===== src/rtl/spi_btn_reader.sv =====
// spi_btn_reader: SPI master that reads the button shift register over CSn/SCLK/MISO
// and delivers the captured word in natural bit order.
`default_nettype none

module spi_btn_reader #(
  parameter int WIDTH   = 8,
  parameter int CLK_DIV = 4,
  parameter int CS_IDLE = 4
) (
  input  logic             clk_25mhz,
  input  logic             rstn,
  input  logic             start,
  output logic             busy,
  output logic [WIDTH-1:0] data,
  output logic             data_valid,
  output logic             spi_csn,
  output logic             spi_clk,
  input  logic             spi_miso
);

  localparam int PMAX = (CLK_DIV > CS_IDLE) ? CLK_DIV : CS_IDLE;
  localparam int PW   = $clog2(PMAX);
  localparam int BW   = $clog2(WIDTH);

  localparam logic [PW-1:0] LAST_DIV  = PW'(CLK_DIV - 1);
  localparam logic [PW-1:0] LAST_IDLE = PW'(CS_IDLE - 1);
  localparam logic [BW-1:0] LAST_BIT  = BW'(WIDTH - 1);

  typedef enum logic [1:0] {
    IDLE = 2'd0,
    LOW  = 2'd1,
    HIGH = 2'd2,
    HOLD = 2'd3
  } state_t;

  state_t           state_q;
  logic [PW-1:0]    phase_q;
  logic [BW-1:0]    bit_q;
  logic [WIDTH-1:0] shift_q;
  logic [WIDTH-1:0] data_q;
  logic             busy_q;
  logic             valid_q;
  logic             csn_q;
  logic             sclk_q;
  logic             sync1_q;
  logic             sync2_q;

  logic [BW-1:0]    slot_d;
  logic [WIDTH-1:0] word_d;

  // The responder shifts out b0 first, then b7..b1, so sample k>1 lands in WIDTH+1-k.
  always_comb begin
    slot_d         = (bit_q == '0) ? '0 : BW'(WIDTH) - bit_q;
    word_d         = shift_q;
    word_d[slot_d] = sync2_q;
  end

  always_ff @(posedge clk_25mhz or negedge rstn) begin
    if (!rstn) begin
      state_q <= IDLE;
      phase_q <= '0;
      bit_q   <= '0;
      shift_q <= '0;
      data_q  <= '0;
      busy_q  <= 1'b0;
      valid_q <= 1'b0;
      csn_q   <= 1'b1;
      sclk_q  <= 1'b0;
      sync1_q <= 1'b0;
      sync2_q <= 1'b0;
    end else begin
      sync1_q <= spi_miso;
      sync2_q <= sync1_q;
      valid_q <= 1'b0;
      unique case (state_q)
        IDLE: begin
          csn_q  <= 1'b1;
          sclk_q <= 1'b0;
          if (start) begin
            state_q <= LOW;
            csn_q   <= 1'b0;
            busy_q  <= 1'b1;
            bit_q   <= '0;
            phase_q <= '0;
          end
        end
        LOW: begin
          if (phase_q == LAST_DIV) begin
            shift_q <= word_d;
            sclk_q  <= 1'b1;
            phase_q <= '0;
            state_q <= HIGH;
          end else begin
            phase_q <= phase_q + PW'(1);
          end
        end
        HIGH: begin
          if (phase_q == LAST_DIV) begin
            sclk_q  <= 1'b0;
            phase_q <= '0;
            if (bit_q != LAST_BIT) begin
              bit_q   <= bit_q + BW'(1);
              state_q <= LOW;
            end else begin
              csn_q   <= 1'b1;
              data_q  <= shift_q;
              valid_q <= 1'b1;
              state_q <= HOLD;
            end
          end else begin
            phase_q <= phase_q + PW'(1);
          end
        end
        HOLD: begin
          // CSn stays high long enough for the responder to reload its register.
          if (phase_q == LAST_IDLE) begin
            phase_q <= '0;
            busy_q  <= 1'b0;
            state_q <= IDLE;
          end else begin
            phase_q <= phase_q + PW'(1);
          end
        end
        default: state_q <= IDLE;
      endcase
    end
  end

  assign busy       = busy_q;
  assign data       = data_q;
  assign data_valid = valid_q;
  assign spi_csn    = csn_q;
  assign spi_clk    = sclk_q;

endmodule

`default_nettype wire


===== config.mk =====
export PLATFORM = sky130hd
export DESIGN_NAME = spi_btn_reader
export DESIGN_NICKNAME = d
export VERILOG_FILES = /design/src/rtl/spi_btn_reader.sv
export SDC_FILE = /design/constraint.sdc
export NUM_CORES = 1
export LEC_CHECK = 0
export ABC_AREA = 1
export ABC_CLOCK_PERIOD_IN_PS = 3800
export BUFFER_PORTS_ARGS = -buffer_cell sky130_fd_sc_hd__clkbuf_2
export CORE_ASPECT_RATIO = 0.9
export CORE_UTILIZATION = 55
export DETAILED_ROUTE_END_ITERATION = 10
export GPL_TIMING_DRIVEN = 0
export PLACE_DENSITY = 0.86
export SYNTH_ARGS = -nofsm -noshare
export SYNTH_HDL_FRONTEND = slang
export SYNTH_SLANG_ARGS = --single-unit

===== constraint.sdc =====
create_clock -name clk_25mhz -period 3.8 [get_ports clk_25mhz]
set_clock_uncertainty 0.15 [all_clocks]
set_input_delay 0.57 -clock clk_25mhz [delete_from_list [all_inputs] [get_ports clk_25mhz]]
set_output_delay 0.57 -clock clk_25mhz [all_outputs]
set_load 0.03 [all_outputs]

-- Yosys cells after proc, flatten, opt, wreduce, memory -nomap -nowiden
Cells that the tools add are included.
- bits in latches: 0
- logic and storage cells: 71
- RAM bits: 0
- memories: 0
- flip-flop bits (word level): 29
- output and inout port bits: 12
- bits of input ports: 4
- bits in read-only memories: 0
- muxes and demuxes: 29
- equality and inequality tests: 11
- $mul: 0
- reductions and logical operators: 14
- bitwise logic cells: 1
- order comparisons: 2
- $add $sub $neg: 3
- divide/modulo/power cells: 0
- shift-type cells: 0
- operators by type and width (kind ; number):
    2-to-1 mux 2 bit ; 7
    2-to-1 mux 3 bit ; 4
    != test 2 bit (second input constant) ; 6
    AND reduction 3 bit ; 4
    2-to-1 mux 1 bit ; 10
    bitwise mux 8 bit ; 1
    case mux 2 bit (4 select lines) ; 1
    AND reduction 4 bit ; 2
    equality test 2 bit (second input constant) ; 3
    case mux 3 bit (2 select lines) ; 1
    less-than comparator 3 x 4 -> 1 bit (second input constant) ; 1
    case mux 1 bit (2 select lines) ; 2
    case mux 2 bit (2 select lines) ; 1
    nonzero test 2 bit ; 2
    adder 3 x 1 -> 3 bit (second input constant) ; 1
    demux 1 bit (select 3 bit) ; 1
    >= comparator 3 x 1 -> 1 bit (second input constant) ; 1
    logical NOT 3 bit ; 1
    != test 3 bit (second input constant) ; 1
    case mux 1 bit (3 select lines) ; 1
    nonzero test 3 bit ; 1
    OR reduction 3 bit ; 1
    subtractor 1 x 3 -> 3 bit (first input constant) ; 1
    adder 2 x 1 -> 2 bit (second input constant) ; 1
    other kinds (5) ; 5

-- Longest topological paths before layout
Gate-level depths: netlist (run 1).
- depth in word-level cells: 7
- mapped depth: 9
- gate-level depth less buffers: 9

-- Worst setup path after synthesis (run 1)
No wires, ideal clock.
- path kind: reg2reg
- start: reg bit_q[0]
- end: reg shift_q[1]
- clock period less this slack: 1.623 ns
- stages on the path, launching flop included: 10
- required time: 3.534 ns
- buffers on the path: 0
- data arrival time: 1.357 ns
- slack: 2.177 ns
- setup time: 0.116 ns
- cells stage by stage: dfrtp_1 inv_1 ha_1 ha_1 nor2_1 inv_1 nor2_4 nand2_1 nand2_1 nand2_1
- word-level cells in the longest chain between the ends: 7
- elaborated cells between the ends (all ways): 9
- classes of those cells: add/sub: 1; order compare: 2; mux: 4; reduce/logical: 2
- ends and longest elaborated chain (item ; RTL line ; text):
    from (decl) ; 38 ; logic [BW-1:0] bit_q;
    from (signal assigned) ; 102 ; bit_q <= bit_q + BW'(1);
    subtractor 1 x 3 -> 3 bit / logical NOT 3 bit (equally long branches) ; 53 ; slot_d = (bit_q == '0) ? '0 : BW'(WIDTH) - bit_q;
    2-to-1 mux 3 bit * ; 53 ;
    less-than comparator 3 x 4 -> 1 bit (not written as such) / >= comparator 3 x 1 -> 1 bit (equally long branches) ; 55 ; word_d[slot_d] = sync2_q;
    logical AND 1 bit (not written as such) ; 55 ;
    2-to-1 mux 1 bit (not written as such) ; 55 ;
    demux 1 bit (select 3 bit) * ; 55 ;
    bitwise mux 8 bit * ; 55 ;
    to (signal assigned) ; 89 ; shift_q <= word_d;
    to (decl) ; 39 ; logic [WIDTH-1:0] shift_q;
Mark *: on every way between the ends. The rest lies on a longest branch, timed or not.
A chain may end at the register's enable or synchronous reset.

-- Worst setup path after layout (run 1)
Ends and elaborated chain as after synthesis.

==> impl_metrics.env, run 1 <==
export IMPL_clockBufferDepth=2
export IMPL_drc=0
export IMPL_cp_end_kind="flop"
export IMPL_report_final_setup_viol=0
export IMPL_wl_per_cell_um=10.9
export IMPL_root_buffer="clkbuf_4"
export IMPL_grt_first_pass_wirelength_mm=4.27
export IMPL_grt_overflow=0
export IMPL_yosys_warnings=0
export IMPL_drt_iter0_drc=30
export IMPL_syn2layout_area_growth_pct=13.8
export IMPL_dp_slack_ps=2030
export IMPL_die_y_um=50.1
export IMPL_num_rows=17
export IMPL_worst_slew_pin_slew_ps=704
export IMPL_antenna_left=0
export IMPL_antenna_found_initial=0
export IMPL_vias=1070
export IMPL_clock_sinks=29
export IMPL_cts_htree_levels=2
export IMPL_post_cts_resized=0
export IMPL_hold_violations=0
export IMPL_cts_buffers=5
export IMPL_fin_setup_tns_ps=0
export IMPL_synth_top_area_share_pct=49.5
export IMPL_place_congestion=0.811
export IMPL_ios=16
export IMPL_drt_first_pass_iters=4
export IMPL_rsz0062_at_grt="no"
export IMPL_cellPowerDensity_mw_per_mm2=676
export IMPL_track_usage_pct=20.5
export IMPL_dp_hpwl_mm=1.74
export IMPL_die_area_sq_mm=0.00278
export IMPL_layout_commonest_cell="nand2_1"
export IMPL_routed_via_density=5.00
export IMPL_cts_tree="built"
export IMPL_final_cell_mix="nand2_1, dfrtp_1, clkbuf_2"
export IMPL_initial_core_util_pct=57.9
export IMPL_critical_path_class="reg2reg"
export IMPL_max_freq_mhz=557
export IMPL_drv_slew=0
export IMPL_syn_avg_cell_area_sq_um=8.68
export IMPL_finalPower_mw=1.09
export IMPL_ys_ff_latch=29
export IMPL_cap_violations=0
export IMPL_post_synth_num_cell_types=17
export IMPL_synth_area_sq_mm=0.00142
export IMPL_cp_required_ps=3870
export IMPL_slew_headroom_pct=53.0
export IMPL_post_dp_cell_area_sq_mm=0.00153
export IMPL_startpoint_type="flop"
export IMPL_antenna_cells=0
export IMPL_placedCellCount=206
export IMPL_synth_seq_area_share_pct=51.4
export IMPL_port_buffers=15
export IMPL_synth_area_leader_cell="dfrtp_1"
export IMPL_fin_nets=195
export IMPL_synth_cells=163
export IMPL_ctsHoldBuffers=0
export IMPL_clkTransAtPathRegs_ps=90
export IMPL_hp_class="in2async"
export IMPL_ir_drop_v=0.000711
export IMPL_grt_max_degree=30
export IMPL_arrival_ps=1870
export IMPL_dieWidth_um=55.5
export IMPL_final_area_sq_mm=0.00161
export IMPL_syn_num_nets=173
export IMPL_leakagePower_nw=0.850
export IMPL_fin_ws_ps=2010
export IMPL_synth_area_leaders="dfrtp_1, nand2_1, ha_1, nand3_4, nand3_1"
export IMPL_cts_setup_buffers=0
export IMPL_timing_final_crit_share_pct=47.2
export IMPL_grt_pass1_vias=1005
export IMPL_drive_gt1_share_pct=18.8
export IMPL_fp_coreArea_sq_mm=0.00245
export IMPL_wl_mm=2.33
export IMPL_path_max_fanout=8
export IMPL_finalCriticalPeriod_ps=1790
export IMPL_status="completed"
export IMPL_fin_cells=214
export IMPL_clk_latency_ps=330
==> cell families after synthesis <==
group           count (synthesis)  synth area share (%)
compound gates                 13                  4.69
flops                          29                  51.4
fa+ha+maj                       6                  5.30
buf+inv                        18                  6.28
simple gates                   97                  32.4
==> critical path: stages (launching register included) <==
cell	delay (ps)
dfrtp_1	380
inv_1	80
ha_1	200
ha_1	180
nor2_1	230
inv_1	120
nor2_4	180
nand2_1	70
nand2_1	60
nand2_1	40
==> synth_stat cells <==
| cell | n |
|---|---|
| a21oi_1 | 3 |
| a31oi_1 | 1 |
| buf_6 | 2 |
| clkbuf_2 | 1 |
| clkinv_4 | 1 |
| dfrtp_1 | 28 |
| dfstp_2 | 1 |
| ha_1 | 6 |
| inv_1 | 13 |
| inv_2 | 1 |
| nand2_1 | 69 |
| nand3_1 | 13 |
| nand3_4 | 4 |
| nor2_1 | 8 |
| nor2_4 | 3 |
| o21ai_0 | 6 |
| o21ai_1 | 3 |
==> final cells by class <==
type | count | area (sq um)
plain buffers | 3 | 27.5
fillers | 202 | 836
repair buffers | 15 | 75.1
clock inverters | 1 | 30.0
clock buffers | 7 | 55.1
inverters | 15 | 61.3
flip-flops and latches | 29 | 727
well taps | 28 | 35.0
multi-input cells | 116 | 599
==> state kept, by name, indices dropped and copies added (netlist names) <==
register	cells
data_valid	1
spi_csn	1
busy	1
spi_clk	1
phase_q	2
data	8
sync1_q	1
bit_q	3
shift_q	8
state_q	2
sync2_q	1
==> metrics by stage <==
stage / utilization [%] / hold WS [ps]
after global placement: 62.4 / 182
after detailed placement: 62.4 / 187
after global routing: 65.8 / 169
after CTS: 65.8 / 128
final: 65.8 / 123
after floorplan: - / 124
==> final timing paths <==
path | slack (ps) | endpoint | start | depth (start not counted)
min reg2reg | 210 | sync2_q | sync1_q | 0
min in group clk_25mhz | 190 | sync1_q | spi_miso | 1
min | 120 | shift_q[6] | rstn | 1
max | 2010 | shift_q[1] | bit_q[0] | 9
max in group asynchronous | 2920 | data[4] | rstn | 1
max reg2reg | 2010 | shift_q[1] | bit_q[0] | 9
==> metal layers <==
metal	track usage (%)	up-vias	share of wire, %
met3	7.09	4	4.3
met1	26.2	478	49
met4	9.17	0	1.7
met5	0	-	0
met2	31.3	24	45
li1	-	564	-
==> power breakdown <==
group	total [mW]	switching, mW	internal (mW)
logic	0.405	0.270	0.135
registers	0.420	0.0444	0.376
clock network	0.263	0.106	0.157
(Power assumes the default switching activity.)
==> inputs of run 2 (changes only) <==
--- a/config.mk
+++ b/config.mk
@@ -6,7 +6,7 @@
 export NUM_CORES = 1
 export LEC_CHECK = 0
 export ABC_AREA = 1
-export ABC_CLOCK_PERIOD_IN_PS = 3800
+export ABC_CLOCK_PERIOD_IN_PS = 1800
 export BUFFER_PORTS_ARGS = -buffer_cell sky130_fd_sc_hd__clkbuf_2
 export CORE_ASPECT_RATIO = 0.9
 export CORE_UTILIZATION = 55
==> constraint.sdc (replaced) <==
create_clock -name clk_25mhz -period 1.8 [get_ports clk_25mhz]
set_clock_uncertainty 0.15 [all_clocks]
set_input_delay 0.27 -clock clk_25mhz [delete_from_list [all_inputs] [get_ports clk_25mhz]]
set_output_delay 0.27 -clock clk_25mhz [all_outputs]
set_load 0.03 [all_outputs]
==> impl_metrics.env, run 2 (synthesized netlist as in run 1, its figures left out) <==
export IMPL_ios=16
export IMPL_syn2layout_area_growth_pct=16.5
export IMPL_fp_coreArea_sq_mm=0.00245
export IMPL_worst_slew_pin_slew_ps=699
export IMPL_clkTransAtPathRegs_ps=90
export IMPL_grt_overflow=0
export IMPL_grt_first_pass_wirelength_mm=4.30
export IMPL_num_rows=17
export IMPL_rr_worst_depth=7
export IMPL_hold_violations=0
export IMPL_initial_core_util_pct=57.9
export IMPL_post_dp_cell_area_sq_mm=0.00153
export IMPL_cp_end_kind="flop"
export IMPL_final_cell_mix="nand2_1, dfrtp_1, clkbuf_2"
export IMPL_grt_pass1_vias=1011
export IMPL_pwr_share_seq_pct=38.1
export IMPL_cts_htree_levels=2
export IMPL_leakagePower_nw=0.864
export IMPL_port_buffers=15
export IMPL_antenna_cells=0
export IMPL_hp_class="in2reg"
export IMPL_track_usage_pct=20.6
export IMPL_finalCriticalPeriod_ps=1700
export IMPL_dieWidth_um=55.5
export IMPL_combPwrFrac_pct=38.2
export IMPL_cellPowerDensity_mw_per_mm2=1410
export IMPL_report_final_setup_viol=0
export IMPL_cap_violations=0
export IMPL_die_y_um=50.1
export IMPL_drt_first_pass_iters=4
export IMPL_drc=0
export IMPL_slew_headroom_pct=53.4
export IMPL_multi_input_area_sq_um=611
export IMPL_holdPathStages=4
export IMPL_fin_nets=198
export IMPL_drive_gt1_share_pct=21.2
export IMPL_die_area_sq_mm=0.00278
export IMPL_layout_commonest_cell="nand2_1"
export IMPL_max_freq_mhz=589
export IMPL_clockPowerShare_pct=23.8
export IMPL_wl_per_cell_um=11.2
export IMPL_fin_setup_tns_ps=0
export IMPL_timing_final_crit_share_pct=94.2
export IMPL_power_switching_uw=907
export IMPL_clock_sinks=29
export IMPL_seq_area_sq_um=727
export IMPL_nFillCells=197
export IMPL_grt_max_degree=30
export IMPL_status="completed"
export IMPL_startpoint_type="flop"
export IMPL_routed_via_density=4.94
export IMPL_fin_util_pct=67.4
export IMPL_vias=1072
export IMPL_arrival_ps=1760
export IMPL_ff2ff_setup_slack_ps=100
export IMPL_ir_drop_v=0.00152
export IMPL_p_int_mw=1.42
export IMPL_dp_hpwl_mm=1.74
export IMPL_wl_mm=2.43
export IMPL_place_congestion=0.811
export IMPL_clockBufferDepth=2
export IMPL_finalPower_mw=2.33
export IMPL_clk_latency_ps=330
export IMPL_path_max_fanout=6
export IMPL_drt_iter0_drc=45
export IMPL_antenna_left=0
export IMPL_critical_path_class="reg2reg"
export IMPL_cts_buffers=5
export IMPL_swShare_pct=38.9
export IMPL_cts_tree="built"
export IMPL_antenna_found_initial=0
export IMPL_drv_slew=0
export IMPL_cp_required_ps=1870
export IMPL_root_buffer="clkbuf_4"
export IMPL_final_area_sq_mm=0.00165
run 2: cell count changes in the layout (fill, tap and decap cells not counted), sizes merged:
cell / change
buf: +1
dlygate4sd3: +2
run 2: final timing paths:
kind / end / start
setup / recovery: bit_q[0] / bit_q[0]
hold / removal: spi_csn / start
setup reg to reg: bit_q[0] / bit_q[0]
hold reg to reg: sync2_q / sync1_q
max in group asynchronous: data[4] / rstn
min in group asynchronous: shift_q[6] / rstn
run 2: area by class of cell:
type	count	area share, %
Buffer	3	1.67
Clock buffer	7	3.34
Clock inverter	1	1.82
Inverter	15	3.72
Multi-Input combinational cell	116	37.0
Sequential cell	29	44.1
Tap cell	28	2.12
Timing Repair Buffer	18	6.22
run 2: critical path, cell delays in order (launching register included):
cell,delay [ps]
dfrtp_1,410
buf_4,140
ha_1,190
ha_1,240
a21oi_2,200
nand3_4,110
nand2_1,80
o21ai_1,70
run 2: timing repair:
action | in CTS | in global routing
setup endpoints to repair | 0 | 4
hold buffers | 2 | 0
gates resized for setup | 0 | 5
hold endpoints to repair | 29 | 0
buffers inserted | 0 | 1
run 2: metrics by stage:
stage               instances  hold WS (ps)  setup WS, ps
floorplan                 163          -176           177
global placement          206           178           105
detailed placement        206           187          26.1
CTS                       216          50.6          1.93
global route              217          84.4         -32.1
finish                    217          64.3           104
run 2: layer usage:
metal	vias up	part of all wire (%)	wire [um]	GRT usage [%]
met5	-	0	0	0
met4	0	1.6	40	9.17
met3	5	4.0	98	7.09
met2	21	47	1150	31.3
met1	479	47	1150	26.6
li1	567	-	-	-
run 2: power by group through the flow:
stage	clock network [mW]	logic [mW]	registers (mW)
finish	0.554	0.890	0.887
global route	0.603	0.992	0.904
CTS	0.564	0.860	0.887
detailed placement	0	0.857	0.899
global placement	0	0.817	0.888
floorplan	0	0.626	0.946
